<file path="config.mk">
export PLATFORM = sky130hd
export DESIGN_NAME = hazard_sched_flat
export DESIGN_NICKNAME = d
export VERILOG_FILES = /design/src/rtl/hazard_sched_pkg.sv /design/src/rtl/hazard_sched_if.sv /design/src/rtl/hazard_sched_sb_counter.sv /design/src/rtl/hazard_sched.sv /design/src/flat_wrapper.sv
export SDC_FILE = /design/constraint.sdc
export NUM_CORES = 1
export LEC_CHECK = 0
export CAP_MARGIN = 20
export CORE_UTILIZATION = 49
export CTS_CLUSTER_DIAMETER = 200
export DETAILED_ROUTE_END_ITERATION = 10
export GPL_TIMING_DRIVEN = 1
export PLACE_DENSITY_LB_ADDON = 0.15
export SYNTH_ARGS = -nofsm -noshare
export SYNTH_HDL_FRONTEND = slang
export SYNTH_SLANG_ARGS = --single-unit
</file>
<file path="constraint.sdc">
create_clock -name clk -period 3.5 [get_ports clk]
set_input_delay 0.7 -clock clk [delete_from_list [all_inputs] [get_ports clk]]
set_output_delay 0.7 -clock clk [all_outputs]
set_load 0.1 [all_outputs]
</file>
<file path="src/rtl/hazard_sched_pkg.sv">
// Shared types and constants for the hazard scheduler: FSM encoding,
// register-file size and scoreboard counter width.
package hazard_sched_pkg;

  typedef enum logic [1:0] {
    RUN    = 2'b00,
    DRAIN  = 2'b01,
    HALTED = 2'b10
  } state_t;

  localparam int NUM_REGS  = 8;
  localparam int REG_SEL_W = 3;
  localparam int CNT_W     = 2;
  localparam logic [CNT_W-1:0] CNT_MAX = '1;

endpackage

</file>
<file path="src/rtl/hazard_sched_if.sv">
// Decode/write-back/scheduler signal bundle. The pipeline side is the master,
// the scheduler the slave. stall_cnt exists only with HAZARD_STATS_EN.
interface hazard_sched_if import hazard_sched_pkg::*; ();

  logic                 id_valid;
  logic [REG_SEL_W-1:0] id_rs_sel;
  logic [REG_SEL_W-1:0] id_rt_sel;
  logic                 id_rs_used;
  logic                 id_rt_used;
  logic                 id_regWrite;
  logic [REG_SEL_W-1:0] id_write_reg;
  logic                 id_halt;
  logic                 flush;
  logic                 wb_valid;
  logic                 wb_regWrite;
  logic [REG_SEL_W-1:0] wb_write_reg;

  logic                 issue;
  logic                 stall;
  logic                 bubble;
  logic [NUM_REGS-1:0]  busy_mask;
  logic                 halted;
  logic                 sb_err;
`ifdef HAZARD_STATS_EN
  logic [15:0]          stall_cnt;
`endif

  modport master (
    output id_valid, id_rs_sel, id_rt_sel, id_rs_used, id_rt_used,
           id_regWrite, id_write_reg, id_halt, flush,
           wb_valid, wb_regWrite, wb_write_reg,
    input  issue, stall, bubble, busy_mask, halted, sb_err
`ifdef HAZARD_STATS_EN
    , stall_cnt
`endif
  );

  modport slave (
    input  id_valid, id_rs_sel, id_rt_sel, id_rs_used, id_rt_used,
           id_regWrite, id_write_reg, id_halt, flush,
           wb_valid, wb_regWrite, wb_write_reg,
    output issue, stall, bubble, busy_mask, halted, sb_err
`ifdef HAZARD_STATS_EN
    , stall_cnt
`endif
  );

endinterface

</file>
<file path="src/rtl/hazard_sched_sb_counter.sv">
// One per-register pending-writer counter: saturating up/down, with a
// combinational underflow flag for a lone decrement of an empty counter.
module sb_counter
  import hazard_sched_pkg::*;
(
  input  logic             clk,
  input  logic             rst,
  input  logic             inc,
  input  logic             dec,
  output logic [CNT_W-1:0] cnt,
  output logic             underflow
);

  // Simultaneous inc and dec cancel out, so neither edge case applies then.
  assign underflow = dec & ~inc & (cnt == '0);

  always_ff @(posedge clk or posedge rst) begin
    if (rst) begin
      cnt <= '0;
    end else if (inc && !dec) begin
      if (cnt != CNT_MAX) cnt <= cnt + 1'b1;
    end else if (dec && !inc) begin
      if (cnt != '0) cnt <= cnt - 1'b1;
    end
  end

endmodule

</file>
<file path="src/rtl/hazard_sched.sv">
// Scoreboard-based issue scheduler with halt drain. HAZARD_STATS_EN adds a
// saturating stall-cycle counter on the interface.
//   state  | meaning
//   RUN    | normal issue, hazards stall decode
//   DRAIN  | halt seen, waiting for all in-flight instructions to retire
//   HALTED | drained and stopped until reset
module hazard_sched
  import hazard_sched_pkg::*;
#(
  parameter int MAX_INFLIGHT = 4
) (
  input logic           clk,
  input logic           rst,
  hazard_sched_if.slave bus
);

  localparam logic [2:0] INFLIGHT_LIMIT = 3'(MAX_INFLIGHT);

  state_t              state, state_nxt;
  logic [CNT_W-1:0]    cnt [NUM_REGS];
  logic [NUM_REGS-1:0] inc_vec, dec_vec, uflow_vec, busy;
  logic [2:0]          inflight;
  logic                run, hazard;
  logic                issue_int, stall_int, bubble_int;
  logic                inflight_uflow, sb_err_q;

  assign run = (state == RUN);

  // Only registered counters feed the hazard, so a same-cycle write-back
  // releases the dependent instruction one cycle later.
  always_comb begin
    hazard = (inflight == INFLIGHT_LIMIT);
    if (bus.id_rs_used && (cnt[bus.id_rs_sel] != '0))      hazard = 1'b1;
    if (bus.id_rt_used && (cnt[bus.id_rt_sel] != '0))      hazard = 1'b1;
    if (bus.id_regWrite && (cnt[bus.id_write_reg] == CNT_MAX)) hazard = 1'b1;
  end

  always_comb begin
    issue_int  = 1'b0;
    stall_int  = 1'b0;
    bubble_int = 1'b0;
    if (!rst) begin
      issue_int  = bus.id_valid & run & ~hazard & ~bus.flush & ~bus.id_halt;
      stall_int  = bus.id_valid & run & hazard & ~bus.flush;
      bubble_int = (bus.id_valid & ~issue_int) | ~run;
    end
  end

  always_comb begin
    inc_vec = '0;
    dec_vec = '0;
    busy    = '0;
    for (int r = 0; r < NUM_REGS; r++) begin
      inc_vec[r] = issue_int & bus.id_regWrite & (bus.id_write_reg == 3'(r));
      dec_vec[r] = bus.wb_valid & bus.wb_regWrite & (bus.wb_write_reg == 3'(r));
      busy[r]    = (cnt[r] != '0);
    end
  end

  for (genvar r = 0; r < NUM_REGS; r++) begin : g_cnt
    sb_counter u_cnt (
      .clk       (clk),
      .rst       (rst),
      .inc       (inc_vec[r]),
      .dec       (dec_vec[r]),
      .cnt       (cnt[r]),
      .underflow (uflow_vec[r])
    );
  end

  assign inflight_uflow = bus.wb_valid & ~issue_int & (inflight == 3'd0);

  always_ff @(posedge clk or posedge rst) begin
    if (rst) begin
      inflight <= '0;
    end else if (issue_int && !bus.wb_valid) begin
      if (inflight != 3'd7) inflight <= inflight + 3'd1;
    end else if (bus.wb_valid && !issue_int) begin
      if (inflight != 3'd0) inflight <= inflight - 3'd1;
    end
  end

  always_ff @(posedge clk or posedge rst) begin
    if (rst) sb_err_q <= 1'b0;
    else if ((|uflow_vec) || inflight_uflow) sb_err_q <= 1'b1;
  end

  always_ff @(posedge clk or posedge rst) begin
    if (rst) state <= RUN;
    else     state <= state_nxt;
  end

  always_comb begin
    state_nxt = state;
    case (state)
      RUN:     if (bus.id_valid && bus.id_halt && !hazard && !bus.flush) state_nxt = DRAIN;
      DRAIN:   if (inflight == 3'd0) state_nxt = HALTED;
      HALTED:  state_nxt = HALTED;
      default: state_nxt = RUN;
    endcase
  end

`ifdef HAZARD_STATS_EN
  logic [15:0] stall_cnt_q;

  always_ff @(posedge clk or posedge rst) begin
    if (rst) stall_cnt_q <= '0;
    else if (stall_int && (stall_cnt_q != 16'hFFFF)) stall_cnt_q <= stall_cnt_q + 16'd1;
  end

  assign bus.stall_cnt = stall_cnt_q;
`endif

  assign bus.issue     = issue_int;
  assign bus.stall     = stall_int;
  assign bus.bubble    = bubble_int;
  assign bus.busy_mask = busy;
  assign bus.halted    = (state == HALTED);
  assign bus.sb_err    = sb_err_q;

endmodule

</file>
<file path="src/flat_wrapper.sv">
// flat-port wrapper written by rule: the top's interface ports become plain ports
module hazard_sched_flat import hazard_sched_pkg::*;
#(
  parameter int MAX_INFLIGHT = 4
)
  (clk, rst, bus_id_valid, bus_id_rs_sel, bus_id_rt_sel, bus_id_rs_used, bus_id_rt_used, bus_id_regWrite, bus_id_write_reg, bus_id_halt, bus_flush, bus_wb_valid, bus_wb_regWrite, bus_wb_write_reg, bus_issue, bus_stall, bus_bubble, bus_busy_mask, bus_halted, bus_sb_err);
  hazard_sched_if bus_i ();
  input logic clk;
  input logic rst;
  input wire logic [$bits(bus_i.id_valid)-1:0] bus_id_valid;
  input wire logic [$bits(bus_i.id_rs_sel)-1:0] bus_id_rs_sel;
  input wire logic [$bits(bus_i.id_rt_sel)-1:0] bus_id_rt_sel;
  input wire logic [$bits(bus_i.id_rs_used)-1:0] bus_id_rs_used;
  input wire logic [$bits(bus_i.id_rt_used)-1:0] bus_id_rt_used;
  input wire logic [$bits(bus_i.id_regWrite)-1:0] bus_id_regWrite;
  input wire logic [$bits(bus_i.id_write_reg)-1:0] bus_id_write_reg;
  input wire logic [$bits(bus_i.id_halt)-1:0] bus_id_halt;
  input wire logic [$bits(bus_i.flush)-1:0] bus_flush;
  input wire logic [$bits(bus_i.wb_valid)-1:0] bus_wb_valid;
  input wire logic [$bits(bus_i.wb_regWrite)-1:0] bus_wb_regWrite;
  input wire logic [$bits(bus_i.wb_write_reg)-1:0] bus_wb_write_reg;
  output wire logic [$bits(bus_i.issue)-1:0] bus_issue;
  output wire logic [$bits(bus_i.stall)-1:0] bus_stall;
  output wire logic [$bits(bus_i.bubble)-1:0] bus_bubble;
  output wire logic [$bits(bus_i.busy_mask)-1:0] bus_busy_mask;
  output wire logic [$bits(bus_i.halted)-1:0] bus_halted;
  output wire logic [$bits(bus_i.sb_err)-1:0] bus_sb_err;
  assign bus_i.id_valid = bus_id_valid;
  assign bus_i.id_rs_sel = bus_id_rs_sel;
  assign bus_i.id_rt_sel = bus_id_rt_sel;
  assign bus_i.id_rs_used = bus_id_rs_used;
  assign bus_i.id_rt_used = bus_id_rt_used;
  assign bus_i.id_regWrite = bus_id_regWrite;
  assign bus_i.id_write_reg = bus_id_write_reg;
  assign bus_i.id_halt = bus_id_halt;
  assign bus_i.flush = bus_flush;
  assign bus_i.wb_valid = bus_wb_valid;
  assign bus_i.wb_regWrite = bus_wb_regWrite;
  assign bus_i.wb_write_reg = bus_wb_write_reg;
  assign bus_issue = bus_i.issue;
  assign bus_stall = bus_i.stall;
  assign bus_bubble = bus_i.bubble;
  assign bus_busy_mask = bus_i.busy_mask;
  assign bus_halted = bus_i.halted;
  assign bus_sb_err = bus_i.sb_err;
  hazard_sched #(.MAX_INFLIGHT(MAX_INFLIGHT)) u_core (.clk(clk), .rst(rst), .bus(bus_i));
endmodule
</file>
==> results of run 1 <==
## worst min path at each step
stage | from | end | slack, ps
global placement | u_core.bus.sb_err | u_core.bus.sb_err | 490
finish | u_core.bus.sb_err | u_core.bus.sb_err | 530
floorplan | u_core.g_cnt[2].u_cnt.cnt[0] | u_core.g_cnt[2].u_cnt.cnt[0] | 490
CTS | u_core.bus.sb_err | u_core.bus.sb_err | 500
global route | u_core.bus.sb_err | u_core.bus.sb_err | 550
detailed placement | u_core.bus.sb_err | u_core.bus.sb_err | 490
## power by group through the flow
stage	clock network, uW	registers [uW]	logic [uW]
4_1_cts	163	344	670
3_3_place_gp	0	346	655
6_report	161	347	718
5_1_grt	175	353	777
3_5_place_dp	0	350	663
2_1_floorplan	0	347	456
## flip-flops by register name, indices dropped and copies added (netlist names)
register and count:
u_core.g_cnt.u_cnt.cnt 16, u_core.inflight 3, u_core.state 2, u_core.bus.sb_err 1
## metal layers
| metal | vias up | GRT usage, % | wire length (um) |
|---|---|---|---|
| li1 | 1080 | - | - |
| met1 | 1011 | 40.08 | 2622 |
| met2 | 82 | 44.55 | 2883 |
| met3 | 6 | 2.027 | 383 |
| met4 | 0 | 7.979 | 52 |
| met5 | - | 0 | 0 |
## kinds of logic after synthesis
group	count (synthesis)
muxes	12
DFF	22
xor gates and xnor gates	1
adders and majority gates	21
and+or+nand+nor	105
buffers and inverters	39
AOI/OAI and AO/OA	62
## per-stage QoR
stage	total power (uW)	hold slack [ps]	setup WS, ps
6_report	1226	530.9	61.23
5_1_grt	1305	554.8	-79.88
4_1_cts	1177	502.8	18.29
3_5_place_dp	1013	489.5	-755.5
3_3_place_gp	1001	487.1	-656.4
2_1_floorplan	802.9	486.7	-154.7
## area by class of cell
class | instances | area, um^2
Sequential cell | 22 | 550.5
Tap cell | 50 | 62.56
Clock buffer | 3 | 41.29
Inverter | 31 | 142.6
Timing Repair Buffer | 77 | 670.6
Fill cell | 296 | 1036
Multi-Input combinational cell | 201 | 1554
## repair_timing
| action | in CTS | in global routing |
|---|---|---|
| pin swaps | 9 | 11 |
| gates resized for setup | 28 | 30 |
| buffers inserted | 0 | 2 |
| endpoints found under the setup margin | 22 | 6 |
## cell usage in the layout, fill, tap and decap left out, types with 4 or more instances in the layout
master / n
nor3_1: 4
inv_1: 29
nor2_1: 16
dfrtp_1: 22
nand2_1: 27
mux2i_1: 8
nand3b_1: 6
clkdlybuf4s50_1: 10
a21oi_1: 6
nor3b_1: 4
buf_2: 4
buf_12: 4
nand3_1: 11
ha_1: 18
dlygate4sd2_1: 5
o21ai_0: 21
nor2b_1: 10
buf_4: 49
o21bai_1: 5
## worst max-delay path, stage by stage
cell       delay, ps
buf_6            130
nor3b_1          200
o21ai_0          120
a32o_2           250
or4_4            510
or2_4            280
buf_12           140
clkinv_16         40
nand2_4           40
or2_4            230
ha_4             150
a222oi_1         310
nand3_1          160
a211oi_2         200
o41ai_2          110
==> results.yml, run 1 <==
clock_network:
  hold_buffers: 0
  cts_htree_levels: 1
  clk_latency_ps: 260
  clk_pin_slew_ps: 80
  cts_sinks: 22
  clockBufferDepth: 2
  numCtsBuffers: 3
  root_buffer: "clkbuf_8"
  cts_tree: "yes"
synth:
  synth_area_leaders: "dfrtp_1, ha_1, o21ai_0"
  synthSimpleGateAreaFrac_pct: 26.19
  synth_nets: 305
  yosysSeqAreaShare_pct: 26.19
  ys.warnings.count: 0
  synth_edf_count: 0
  synth_commonest_cells: "inv_1, nand2_1, o21ai_0, dfrtp_1, ha_1"
  synth_xor_area_share_pct: 0.4167
  synthAdderAreaFrac_pct: 12.86
  yosysTopAreaCellShare_pct: 26.19
  async_reset_ff_share_pct: 100.0
  synth_most_common_cell: "inv_1"
  synth_seq_cells: 22
  netlist-cell-type-count: 51
  synth_top_family_by_area: "simple AND/OR/NAND/NOR gates"
  synth_ff_type: "dfrtp_1"
  syn_avg_cell_area_um2: 8.023
  synth_compound_area_share_pct: 19.23
  synthMuxAreaShare_pct: 7.024
  syn-cell-area_um2: 2102
  netlist_instances: 262
  synth_top_area_cell: "dfrtp_1"
die:
  rows: 23
  ioPinCount: 35
  chipWidth_um: 67.50
  dieArea_um2: 4556
  chipHeight_um: 67.50
  core_um2: 4058
  initial_core_util_pct: 51.80
timing:
  min_period_ps: 3439
  fin_skew_ps: 3.402
  fin_crit_sh_pct: 98.25
  final-setup-viol-count: 0
  fmax_mhz: 290.8
  maxSlewViolCount: 0
  rsz0062_at_grt: "yes"
  worst_pin_slew_ps: 974.2
  hold_viol: 0
  slew_headroom_pct: 34.85
  setup-tns-final_ps: 0
hold_path:
  min_delay_path_depth: 2
  hp-class: "flop to flop"
critical_path:
  endpoint: "u_core.bus.sb_err"
  criticalPathCategory: "input pin to flop"
  critPathMaxFanout: 8
  reg2reg_depth: 15
  critPathLaunch: "bus_id_rs_sel[1]"
  reg2reg_slack_ps: 60
  cp.required_ps: 3640
  cp-start-kind: "input pin"
  end_kind: "flop"
  arrival_ps: 3580
  r2r-start: "u_core.g_cnt[6].u_cnt.cnt[1]"
  r2r-end: "u_core.bus.sb_err"
finish:
  drive_gt1_share_pct: 29.34
  post-route-cell-area_um2: 3022
  fin_nets: 379
  area_growth_syn_to_layout_pct: 43.75
  n_antenna_cell: 0
  instances_no_fill: 384
  utilization_pct: 74.47
global_routing:
  grt_pass1_wl_mm: 9.508
  grt_pass1_vias: 2037
  grt_overflow: 0
  track_usage_pct: 27.93
  grt_start_max_net_pins: 23
  antenna_found_initial: 0
detailed_routing:
  viasPerCell: 5.674
  drt-total-wl_mm: 5.940
  routedWlPerCell_um: 15.47
  vias: 2179
  drtIter0Drc: 127
  drcViolationCount: 0
  ant_nets: 0
  dr.pass1.iters: 4
pwr:
  peakVddDrop_mv: 0.2056
  p_per_area_nw_per_um2: 405.7
  p_int_uw: 661.7
  p_clk_share_pct: 13.2
  seq_power_share_pct: 28.3
  combPwrFrac_pct: 58.6
  swShare_pct: 46.02
  leakage_uw: 0.001493
  power_switching_uw: 564.1
flow_run:
  maxCapViolCount: 0
place:
  routabilityCongestion: 0.8481
  dpl.cell_count: 379
  dpl-instance-area_um2: 2848
  io_buffer_count: 34
  dp_hpwl_mm: 4.455
outcome:
  status: "finished, final reports clean"
(Power assumes the default switching activity.)
==> inputs of run 2 (changes only) <==
Settings changed: CORE_ASPECT_RATIO set to 1.2, GPL_ROUTABILITY_DRIVEN set to 0.
==> run 2 against run 1 <==
  * Die area is essentially flat
  * Maximum frequency fell by 1.5%
  * Setup slack got worse by 52 ps
  * Count of clock-buffer cells in the layout did not move
  * Largest cell class unchanged
  * Critical path type unchanged
==> results.yml, run 2 (same netlist as run 1, synthesis figures left out) <==
hold_path:
  hp-class: "flop to flop"
  worstHoldEndpoint: "u_core.g_cnt[2].u_cnt.cnt[0]"
  min_delay_path_depth: 1
  hp-start: "u_core.g_cnt[2].u_cnt.cnt[0]"
detailed_routing:
  ant_nets: 0
  viasPerCell: 5.639
  drtIter0Drc: 82
  routedWlPerCell_um: 15.25
  drt-total-wl_mm: 5.870
  dr.pass1.iters: 4
  drcViolationCount: 0
  vias: 2171
finish:
  n_antenna_cell: 0
  most-common-layout-cells: "buf_4, inv_1, nand2_1"
  post-route-cell-area_um2: 3005
  nFillCells: 313
  area_growth_syn_to_layout_pct: 42.98
  drive_gt1_share_pct: 27.79
  top_regs: "u_core.g_cnt.u_cnt.cnt (16), u_core.inflight (3), u_core.state (2)"
  utilization_pct: 74.48
  final_common_cell: "buf_4"
  largest_reg_flops: 16
  fin_nets: 375
  regMostFlops: "u_core.g_cnt.u_cnt.cnt"
timing:
  slew_headroom_pct: 35.46
  worst_slack_ps: 9.267
  hold_slack_ps: 534.0
  hold_viol: 0
  final-setup-viol-count: 0
  setup-tns-final_ps: 0
  worst_pin_slew_ps: 965.1
  fmax_mhz: 286.5
  fin_skew_ps: 4.514
  maxSlewViolCount: 0
  rsz0062_at_grt: "yes"
  fin_crit_sh_pct: 99.74
  min_period_ps: 3491
die:
  core_um2: 4035
  ioPinCount: 35
  chipHeight_um: 73.75
  dieArea_um2: 4557
  chipWidth_um: 61.79
  initial_core_util_pct: 52.09
  rows: 25
critical_path:
  criticalPathCategory: "input pin to flop"
  end_kind: "flop"
  crit_top_cell: "or2_4"
  arrival_ps: 3640
  reg2reg_depth: 15
  reg2reg_slack_ps: 60
  crit_chain: "clkdlybuf4s15_2 > buf_4 > mux4_2 > nor3b_1 > or4_4 > or2_4 > buf_12 > clkinv_16 > nand2_4 > or2_4 > ha_2 > a222oi_1 > nand3_1 > a211oi_2 > o41ai_2"
  cp.required_ps: 3650
  cp-start-kind: "input pin"
  r2r-start: "u_core.g_cnt[4].u_cnt.cnt[1]"
  critPathMaxFanout: 4
  cpPeakStageDelay_ps: 530
  slowest_stage: "or4_4"
  r2r-end: "u_core.bus.sb_err"
clock_network:
  hold_buffers: 0
  cts_tree: "yes"
  clk_latency_ps: 270
  cts_sinks: 22
  cts_htree_levels: 1
  clk_pin_slew_ps: 90
  root_buffer: "clkbuf_8"
  numCtsBuffers: 3
  clockBufferDepth: 2
global_routing:
  grt_pass1_vias: 2122
  grt_overflow: 0
  grt_start_max_net_pins: 23
  grt_pass1_wl_mm: 9.225
  track_usage_pct: 27.86
  antenna_found_initial: 0
outcome:
  status: "finished, final reports clean"
place:
  io_buffer_count: 34
  dp_slack_ps: -745.6
  dpl-instance-area_um2: 2823
  dp_hpwl_mm: 4.609
pwr:
  peakVddDrop_mv: 0.2858
  p_per_area_nw_per_um2: 431.6
  leakage_uw: 0.001476
flow_run:
  maxCapViolCount: 0
-- run 2: cell count changes in the layout (fill, tap and decap cells not counted), moves of 2 or more --
cell	change
buf_2	-2
buf_4	-2
buf_6	-3
nor3_4	-2
clkdlybuf4s15_2	+2
-- run 2: metal layers --
layer | share of wire, % | vias up | GRT usage [%]
met2 | 50 | 67 | 50.90
li1 | - | 1067 | -
met3 | 4.4 | 20 | 3.521
met4 | 4.0 | 0 | 11.60
met5 | 0 | - | 0
met1 | 41 | 1017 | 31.46
-- run 2: final cells by class --
| cell class | count | area, um^2 | area share (%) |
|---|---|---|---|
| clock buffers | 3 | 41.29 | 1.374 |
| repair buffers | 73 | 649.4 | 21.61 |
| well taps | 54 | 67.56 | 2.248 |
| inverters | 31 | 142.6 | 4.746 |
| multi-input cells | 201 | 1524 | 50.71 |
| clock inverters | 1 | 30.03 | 0.9992 |
| flip-flops and latches | 22 | 550.5 | 18.32 |
-- run 2: repair_timing --
item,CTS,global route
pin swaps,11,6
setup endpoints to repair,22,5
buffers inserted,0,2
hold endpoints to repair,0,0
gates resized for setup,31,19
-- run 2: worst max-delay path by stage --
| stage | depth (start not counted) | endpoint | startpoint |
|---|---|---|---|
| final | 15 | u_core.bus.sb_err | bus_id_rt_sel[0] |
| after global routing | 15 | u_core.bus.sb_err | bus_id_rs_sel[1] |
| after detailed placement | 13 | u_core.bus.sb_err | bus_id_rt_sel[1] |
| after floorplan | 15 | u_core.bus.sb_err | bus_id_rt_sel[0] |
| after CTS | 15 | u_core.bus.sb_err | bus_id_rt_sel[1] |
| after global placement | 13 | u_core.bus.sb_err | bus_id_rt_sel[1] |
-- run 2: worst max-delay path, delay by kind of cell --
family | cells | cell delay, ps
adder cells (fa/ha/maj) | 1 | 160
AO/OA/AOI/OAI | 3 | 630
multiplexers | 1 | 330
buffers and inverters | 4 | 560
AND/OR/NAND/NOR | 6 | 1250
-- run 2: per-stage QoR --
step	cells	total power, uW
after floorplan	262	802.9
after global placement	379	992.0
after detailed placement	379	1007
after CTS	383	1261
after global routing	385	1369
final	385	1297
-- run 2: power by group --
part | leakage [uW] | internal, uW | switching (uW)
Clock | 0.0000357 | 153 | 93.9
Combinational | 0.00116 | 275 | 434
Sequential | 0.000284 | 301 | 40.7
==> inputs of run 3 (changes only) <==
Settings changed: ABC_CLOCK_PERIOD_IN_PS set to 3500.
==> results of run 3 <==
Same layout as run 2: the final DEF is identical, and so are final timing and power.
